--- config.mk ---
export PLATFORM = sky130hd
export DESIGN_NAME = uart_wb_master
export DESIGN_NICKNAME = d
export VERILOG_FILES = /design/src/rtl/uart_wb_master.sv
export SDC_FILE = /design/constraint.sdc
export NUM_CORES = 1
export LEC_CHECK = 0
export BUFFER_PORTS_ARGS = -buffer_cell sky130_fd_sc_hd__buf_2
export CAP_MARGIN = 40
export CORE_MARGIN = 2
export CORE_UTILIZATION = 30
export CTS_CLUSTER_SIZE = 16
export DETAILED_ROUTE_END_ITERATION = 6
export PLACE_DENSITY = 0.44
export SKIP_LAST_GASP = 1
export SLEW_MARGIN = 25
export SYNTH_ARGS = -nofsm -noshare
export SYNTH_HDL_FRONTEND = slang
export SYNTH_SLANG_ARGS = --single-unit
--- constraint.sdc ---
create_clock -name clock -period 2.4 [get_ports clock]
set_input_delay 0.36 -clock clock [delete_from_list [all_inputs] [get_ports clock]]
set_output_delay 0.36 -clock clock [all_outputs]
set_load 0.005 [all_outputs]
--- src/rtl/uart_wb_master.sv ---
// UART-to-Wishbone bridge: 8N1 commands become single Wishbone cycles.
// Ports: clock, reset (sync, high), uart_rx/uart_tx, wb_* master side.
// Optional: UART_WB_MASTER_TIMEOUT_EN bounds the wait for wb_ack_i.
module uart_wb_master #(
  parameter int CLKS_PER_BIT   = 104,
  parameter int TIMEOUT_CYCLES = 1024
) (
  input  logic        clock,
  input  logic        reset,
  input  logic        uart_rx,
  output logic        uart_tx,
  output logic [31:0] wb_addr_o,
  output logic [31:0] wb_data_o,
  output logic        wb_cyc_o,
  output logic        wb_strobe_o,
  output logic        wb_we_o,
  input  logic [31:0] wb_data_i,
  input  logic        wb_ack_i
);

  // One width shared by every cycle counter in the block.
  localparam int MAXC =
    (CLKS_PER_BIT > TIMEOUT_CYCLES) ? CLKS_PER_BIT : TIMEOUT_CYCLES;
  localparam int CW = $clog2(MAXC + 1);

  localparam logic [1:0] RX_IDLE  = 2'd0;
  localparam logic [1:0] RX_START = 2'd1;
  localparam logic [1:0] RX_DATA  = 2'd2;
  localparam logic [1:0] RX_STOP  = 2'd3;

  localparam logic [2:0] S_CMD   = 3'd0;
  localparam logic [2:0] S_ADDR  = 3'd1;
  localparam logic [2:0] S_WDATA = 3'd2;
  localparam logic [2:0] S_BUS   = 3'd3;
  localparam logic [2:0] S_RESP  = 3'd4;

  logic          rx_s1, rx_s2, rx_prev;
  logic [1:0]    rx_state;
  logic [CW-1:0] rx_cnt;
  logic [2:0]    rx_bit;
  logic [7:0]    rx_shift;
  logic          rx_valid;

  always_ff @(posedge clock) begin
    if (reset) begin
      rx_s1    <= 1'b1;
      rx_s2    <= 1'b1;
      rx_prev  <= 1'b1;
      rx_state <= RX_IDLE;
      rx_cnt   <= '0;
      rx_bit   <= '0;
      rx_shift <= '0;
      rx_valid <= 1'b0;
    end else begin
      rx_s1    <= uart_rx;
      rx_s2    <= rx_s1;
      rx_prev  <= rx_s2;
      rx_valid <= 1'b0;
      unique case (rx_state)
        RX_IDLE: begin
          if (rx_prev && !rx_s2) begin
            rx_state <= RX_START;
            rx_cnt   <= '0;
          end
        end
        RX_START: begin
          if (rx_cnt == CW'(CLKS_PER_BIT / 2 - 1)) begin
            rx_cnt <= '0;
            // High at mid-start is a glitch, not a frame.
            if (rx_s2) begin
              rx_state <= RX_IDLE;
            end else begin
              rx_state <= RX_DATA;
              rx_bit   <= '0;
            end
          end else begin
            rx_cnt <= rx_cnt + 1'b1;
          end
        end
        RX_DATA: begin
          if (rx_cnt == CW'(CLKS_PER_BIT - 1)) begin
            rx_cnt   <= '0;
            rx_shift <= {rx_s2, rx_shift[7:1]};
            if (rx_bit == 3'd7) rx_state <= RX_STOP;
            else rx_bit <= rx_bit + 3'd1;
          end else begin
            rx_cnt <= rx_cnt + 1'b1;
          end
        end
        RX_STOP: begin
          if (rx_cnt == CW'(CLKS_PER_BIT - 1)) begin
            rx_cnt   <= '0;
            rx_state <= RX_IDLE;
            rx_valid <= rx_s2;
          end else begin
            rx_cnt <= rx_cnt + 1'b1;
          end
        end
      endcase
    end
  end

  logic          tx_busy;
  logic [9:0]    tx_frame;
  logic [CW-1:0] tx_cnt;
  logic [3:0]    tx_bit;
  logic          tx_go;
  logic [7:0]    tx_byte;

  always_ff @(posedge clock) begin
    if (reset) begin
      tx_busy  <= 1'b0;
      tx_frame <= '1;
      tx_cnt   <= '0;
      tx_bit   <= '0;
    end else if (!tx_busy) begin
      if (tx_go) begin
        tx_frame <= {1'b1, tx_byte, 1'b0};
        tx_busy  <= 1'b1;
        tx_cnt   <= '0;
        tx_bit   <= '0;
      end
    end else if (tx_cnt == CW'(CLKS_PER_BIT - 1)) begin
      tx_cnt <= '0;
      if (tx_bit == 4'd9) begin
        tx_busy <= 1'b0;
      end else begin
        tx_frame <= {1'b1, tx_frame[9:1]};
        tx_bit   <= tx_bit + 4'd1;
      end
    end else begin
      tx_cnt <= tx_cnt + 1'b1;
    end
  end

  assign uart_tx = tx_busy ? tx_frame[0] : 1'b1;

  logic [2:0]  state;
  logic        is_write;
  logic [1:0]  byte_cnt;
  logic [31:0] resp_shift;
  logic [2:0]  resp_left;

  // Response bytes leave MSB first, one per idle transmitter.
  assign tx_byte = resp_shift[31:24];
  assign tx_go   = (state == S_RESP) && !tx_busy &&
                   (resp_left != 3'd0);

`ifdef UART_WB_MASTER_TIMEOUT_EN
  logic [CW-1:0] to_cnt;
`endif

  always_ff @(posedge clock) begin
    if (reset) begin
      state       <= S_CMD;
      is_write    <= 1'b0;
      byte_cnt    <= '0;
      wb_addr_o   <= '0;
      wb_data_o   <= '0;
      wb_cyc_o    <= 1'b0;
      wb_strobe_o <= 1'b0;
      wb_we_o     <= 1'b0;
      resp_shift  <= '0;
      resp_left   <= '0;
`ifdef UART_WB_MASTER_TIMEOUT_EN
      to_cnt      <= '0;
`endif
    end else begin
      unique case (state)
        S_CMD: begin
          if (rx_valid) begin
            byte_cnt <= '0;
            if (rx_shift == 8'h01) begin
              is_write <= 1'b0;
              state    <= S_ADDR;
            end else if (rx_shift == 8'h02) begin
              is_write <= 1'b1;
              state    <= S_ADDR;
            end
          end
        end
        S_ADDR: begin
          if (rx_valid) begin
            wb_addr_o <= {wb_addr_o[23:0], rx_shift};
            byte_cnt  <= byte_cnt + 2'd1;
            if (byte_cnt == 2'd3) begin
              if (is_write) begin
                state <= S_WDATA;
              end else begin
                state       <= S_BUS;
                wb_cyc_o    <= 1'b1;
                wb_strobe_o <= 1'b1;
              end
            end
          end
        end
        S_WDATA: begin
          if (rx_valid) begin
            wb_data_o <= {wb_data_o[23:0], rx_shift};
            byte_cnt  <= byte_cnt + 2'd1;
            if (byte_cnt == 2'd3) begin
              state       <= S_BUS;
              wb_cyc_o    <= 1'b1;
              wb_strobe_o <= 1'b1;
              wb_we_o     <= 1'b1;
            end
          end
        end
        S_BUS: begin
          if (wb_ack_i) begin
            wb_cyc_o    <= 1'b0;
            wb_strobe_o <= 1'b0;
            wb_we_o     <= 1'b0;
            state       <= S_RESP;
            if (is_write) begin
              resp_shift <= {8'hA5, 24'h0};
              resp_left  <= 3'd1;
            end else begin
              resp_shift <= wb_data_i;
              resp_left  <= 3'd4;
            end
`ifdef UART_WB_MASTER_TIMEOUT_EN
            to_cnt <= '0;
          end else if (to_cnt == CW'(TIMEOUT_CYCLES - 1)) begin
            wb_cyc_o    <= 1'b0;
            wb_strobe_o <= 1'b0;
            wb_we_o     <= 1'b0;
            state       <= S_RESP;
            resp_shift  <= {8'hEE, 24'h0};
            resp_left   <= 3'd1;
            to_cnt      <= '0;
          end else begin
            to_cnt <= to_cnt + 1'b1;
`endif
          end
        end
        S_RESP: begin
          if (tx_go) begin
            resp_shift <= {resp_shift[23:0], 8'h00};
            resp_left  <= resp_left - 3'd1;
          end else if (resp_left == 3'd0 && !tx_busy) begin
            state <= S_CMD;
          end
        end
        default: state <= S_CMD;
      endcase
    end
  end

endmodule

==> summary.json <==
{
  "hold_class": {"value": "input pin to flip-flop"},
  "worst_clock_skew": {"value": 0.009166, "unit": "ns"},
  "total_of_flip_flops_plus_latches_after_synthesis": {"value": 160},
  "hold_violations": {"value": 0},
  "detail-route-antenna-nets": {"value": 0},
  "fp.coreArea": {"value": 22710, "unit": "µm²"},
  "antenna_cells": {"value": 0},
  "largest_fanout_on_the_critical_path": {"value": 23},
  "clk_path_buf_depth": {"value": 2},
  "grt_first_pass_wirelength": {"value": 28970, "unit": "µm"},
  "finalNonFillerCells": {"value": 1222},
  "n_fill_cell": {"value": 2410},
  "timing.hold.worst_endpoint": {"value": "rx_s1"},
  "arrival": {"value": 2.33, "unit": "ns"},
  "maxCapViolations": {"value": 0},
  "fin_util": {"value": 36.66, "unit": "%"},
  "row_count": {"value": 55},
  "yosys.cell_types.count": {"value": 60},
  "total_leakage_power": {"value": 3.096, "unit": "nW"},
  "clock_sinks": {"value": 160},
  "floorplan.initialDensity": {"value": 30.62, "unit": "%"},
  "net_total_in_the_final_layout": {"value": 969},
  "htree_levels": {"value": 4},
  "crit_path_max_incr_delay": {"value": 0.56, "unit": "ns"},
  "cts.clk_slew.worst_paths": {"value": 0.07, "unit": "ns"},
  "drtPass1Iterations": {"value": 4},
  "worstReg2RegStart": {"value": "state[2]"},
  "detailroute.via_count": {"value": 5953},
  "rsz_0062_raised_after_global_routing": {"value": "no"},
  "async_flop_share": {"value": 0, "unit": "%"},
  "ctsHoldBuffers": {"value": 0},
  "die_area": {"value": 24410, "unit": "µm²"},
  "io_pins": {"value": 104},
  "timing.critical_path.slowest_stage_cell": {"value": "or3b_1"},
  "worst_hold_startpoint": {"value": "uart_rx"},
  "avg_vias_per_cell": {"value": 4.872},
  "r2r_setup_slack": {"value": 0.37, "unit": "ns"},
  "synth_top_cell_by_area": {"value": "dfxtp_1"},
  "setup_crit_start_kind": {"value": "flip-flop"},
  "synth_fp_nets": {"value": 880},
  "path_delay_family": {"value": "compound AO/OA/AOI/OAI gates"},
  "synthCells": {"value": 835},
  "cp_capture_type": {"value": "flip-flop"},
  "finalWeightedCongestion": {"value": 0.7188},
  "syn_area_per_cell": {"value": 8.327, "unit": "µm²"},
  "worstReg2RegEnd": {"value": "resp_shift[17]"},
  "synth-seq-area-share": {"value": 46.07, "unit": "%"},
  "worst-slew-pin-transition": {"value": 0.7090, "unit": "ns"},
  "area.growth.synth_to_final": {"value": 19.74, "unit": "%"},
  "die_y": {"value": 156.2, "unit": "µm"},
  "post_route_cells_drive_above_1_share": {"value": 18.57, "unit": "%"},
  "clock.fmax": {"value": 0.4921, "unit": "GHz"},
  "synth_top_flop_cell": {"value": "dfxtp_1"},
  "timing.setup.tns": {"value": 0, "unit": "ns"},
  "clockRootBuffer": {"value": "clkbuf_16"},
  "synthTopCellsByArea": {"value": "dfxtp_1, nand2_1, a21oi_1"},
  "yosysWarningCount": {"value": 0},
  "cts_repair_resize_count": {"value": 0},
  "detailedRoute.firstIterationViolations": {"value": 389},
  "clk-insertion-delay-late": {"value": 0.42, "unit": "ns"},
  "place_hpwl": {"value": 11600, "unit": "µm"},
  "number_of_post_cts_setup_repair_buffers": {"value": 0},
  "power-per-cell-area": {"value": 658.0, "unit": "nW/µm²"},
  "period_share": {"value": 84.67, "unit": "%"},
  "slew-limit-headroom": {"value": 52.67, "unit": "%"},
  "final_setup_violations": {"value": 0},
  "synth_enable_flop_cells": {"value": 0},
  "placedCellCount": {"value": 1190},
  "clock_tree_from_tritoncts": {"value": "built"},
  "gr_overflow_total": {"value": 0},
  "port-buffer-count": {"value": 103},
  "drc": {"value": 0},
  "route.detailed.wl_per_inst": {"value": 14.34, "unit": "µm"},
  "total_standard_cell_area_after_synthesis": {"value": 6953, "unit": "µm²"},
  "worstPathBufferInverterCount": {"value": 1},
  "critical_path_class": {"value": "flip-flop to flip-flop"},
  "timing.critical_path.cells": {"value": "or3b_1, o31a_1, buf_4, a211oi_1, nor3_1"},
  "required_time_at_the_worst_slack_endpoint": {"value": 2.70, "unit": "ns"},
  "synth_top_cell_area_share": {"value": 46.07, "unit": "%"},
  "finalWirelength": {"value": 17530, "unit": "µm"},
  "slew_violations": {"value": 0},
  "total_power": {"value": 5.478, "unit": "mW"},
  "largest_net_degree_at_the_start_of_global_routing": {"value": 56},
  "number_of_global_route_vias_before_repair": {"value": 5520},
  "die_boundary_width": {"value": 156.2, "unit": "µm"},
  "vdd_ir_drop_max": {"value": 0.3635, "unit": "mV"},
  "antenna_violations_before_repair": {"value": 0},
  "grt_usage": {"value": 14.61, "unit": "%"},
  "final.min_clock_period": {"value": 2.032, "unit": "ns"},
  "status": {"value": "finished clean"},
  "hold_path_depth": {"value": 2},
  "number_of_buffers_created_by_cts": {"value": 17},
  "rr_worst_depth": {"value": 5}
}
-- worst max path at each step --
stage          startpoint             end  slack [ns]  cells after the start
3_5_place_dp     state[2]  resp_shift[17]        0.38                      5
5_1_grt          state[2]  resp_shift[12]        0.22                      5
6_report         state[2]  resp_shift[17]        0.37                      5
2_1_floorplan   tx_cnt[0]      tx_cnt[10]        0.60                      5
3_3_place_gp     state[2]  resp_shift[13]        0.45                      5
4_1_cts          state[2]  resp_shift[11]        0.37                      5
-- cells in the mapped netlist (2+ instances only) --
master	count
a211oi_1	30
a22oi_1	4
o2111ai_1	2
and4b_1	2
buf_4	2
nor3_1	26
nor2_1	63
buf_1	5
a311oi_1	3
o21ai_0	16
clkbuf_1	39
buf_6	4
mux2i_1	19
nand2_1	156
or4_1	2
dfxtp_1	160
nand2b_1	8
and3_1	5
nand3_1	16
ha_1	9
a22o_1	3
buf_2	9
a31oi_1	7
nor4b_1	10
nor2b_1	15
or2_2	4
nand3b_1	7
or3_1	12
nand4_1	7
o31a_1	3
o211ai_1	7
inv_1	11
and2_1	7
a21oi_1	103
a32oi_1	2
nand4b_1	7
nor3b_1	25
xnor2_1	3
-- kinds of logic after synthesis --
logic type / Yosys count / synth area share (%)
compound gates: 190 / 16.86
flops: 160 / 46.07
mux: 19 / 2.735
fa+ha+maj: 9 / 1.620
xor+xnor: 4 / 0.5040
buf+inv: 71 / 4.535
simple gates: 382 / 27.68
-- per-stage QoR --
| step | cell area, µm² | hold WS (ns) | setup slack (ns) |
|---|---|---|---|
| after detailed placement | 7775 | 0.4421 | 0.3780 |
| after CTS | 8325 | 0.09603 | 0.3722 |
| after global routing | 8325 | 0.1018 | 0.2237 |
| after floorplan | 6953 | 0.3895 | 0.5951 |
| after global placement | 7775 | 0.4408 | 0.4455 |
| final | 8325 | 0.1162 | 0.3680 |
-- cell type report --
class / count / area [µm²] / share of cell area [%]
multi-input combinational: 604 / 3445 / 41.37
sequential: 160 / 3203 / 38.47
timing repair buffer: 129 / 725.7 / 8.717
clock buffer: 18 / 429.2 / 5.155
tap: 285 / 356.6 / 4.283
clock inverter: 14 / 121.4 / 1.458
inverter: 12 / 45.04 / 0.5410
-- where the power goes --
group | leakage (nW) | internal, mW | switching (mW)
Combinational | 1.53 | 0.0858 | 0.129
Clock | 0.272 | 1.36 | 1.22
Sequential | 1.29 | 2.66 | 0.0168
-- placed cells by master (no fill, tap or decap), types with 3 or more instances in the layout --
master / netlist / final
a211oi_1: 30 / 30
and2_1: 7 / 7
buf_4: 2 / 26
a21oi_1: 103 / 103
mux2i_1: 19 / 19
inv_6: 0 / 6
nor2_1: 63 / 61
inv_8: 0 / 3
nand4_1: 7 / 7
nand4b_1: 7 / 7
or3_1: 12 / 12
or2_2: 4 / 4
dfxtp_1: 160 / 160
a22o_1: 3 / 3
clkbuf_16: 0 / 17
nor4b_1: 10 / 10
a22oi_1: 4 / 4
o21ai_0: 16 / 16
inv_1: 11 / 11
a311oi_1: 3 / 3
nand2_1: 156 / 156
ha_1: 9 / 9
xnor2_1: 3 / 3
nand2b_1: 8 / 8
and3_1: 5 / 5
nor3b_1: 25 / 24
nor3_1: 26 / 26
o31a_1: 3 / 3
nand3b_1: 7 / 7
a31oi_1: 7 / 7
o211ai_1: 7 / 7
buf_2: 9 / 102
nor2b_1: 15 / 15
nand3_1: 16 / 16
-- layer usage --
metal,routed length [µm],track usage (%),part of all wire [%]
met5,0,0,0
met4,140,3.932,0.80
met3,480,3.406,2.7
met2,7987,22.80,46
met1,8917,20.28,51
-- registers in the layout (all words and copies together), names as in the netlist, 2 cells and up, named ones only --
signal	flops
resp_shift	32
wb_addr_o	32
wb_data_o	32
rx_cnt	11
tx_cnt	11
tx_frame	9
rx_shift	8
tx_bit	4
resp_left	3
rx_bit	3
state	3
byte_cnt	2
-- worst register-to-register path, cell delays in order, from the launching register on --
cell and delay [ns]:
dfxtp_1 0.38, or3b_1 0.56, o31a_1 0.41, buf_4 0.24, a211oi_1 0.26, nor3_1 0.06
(Power assumes the default switching activity.)
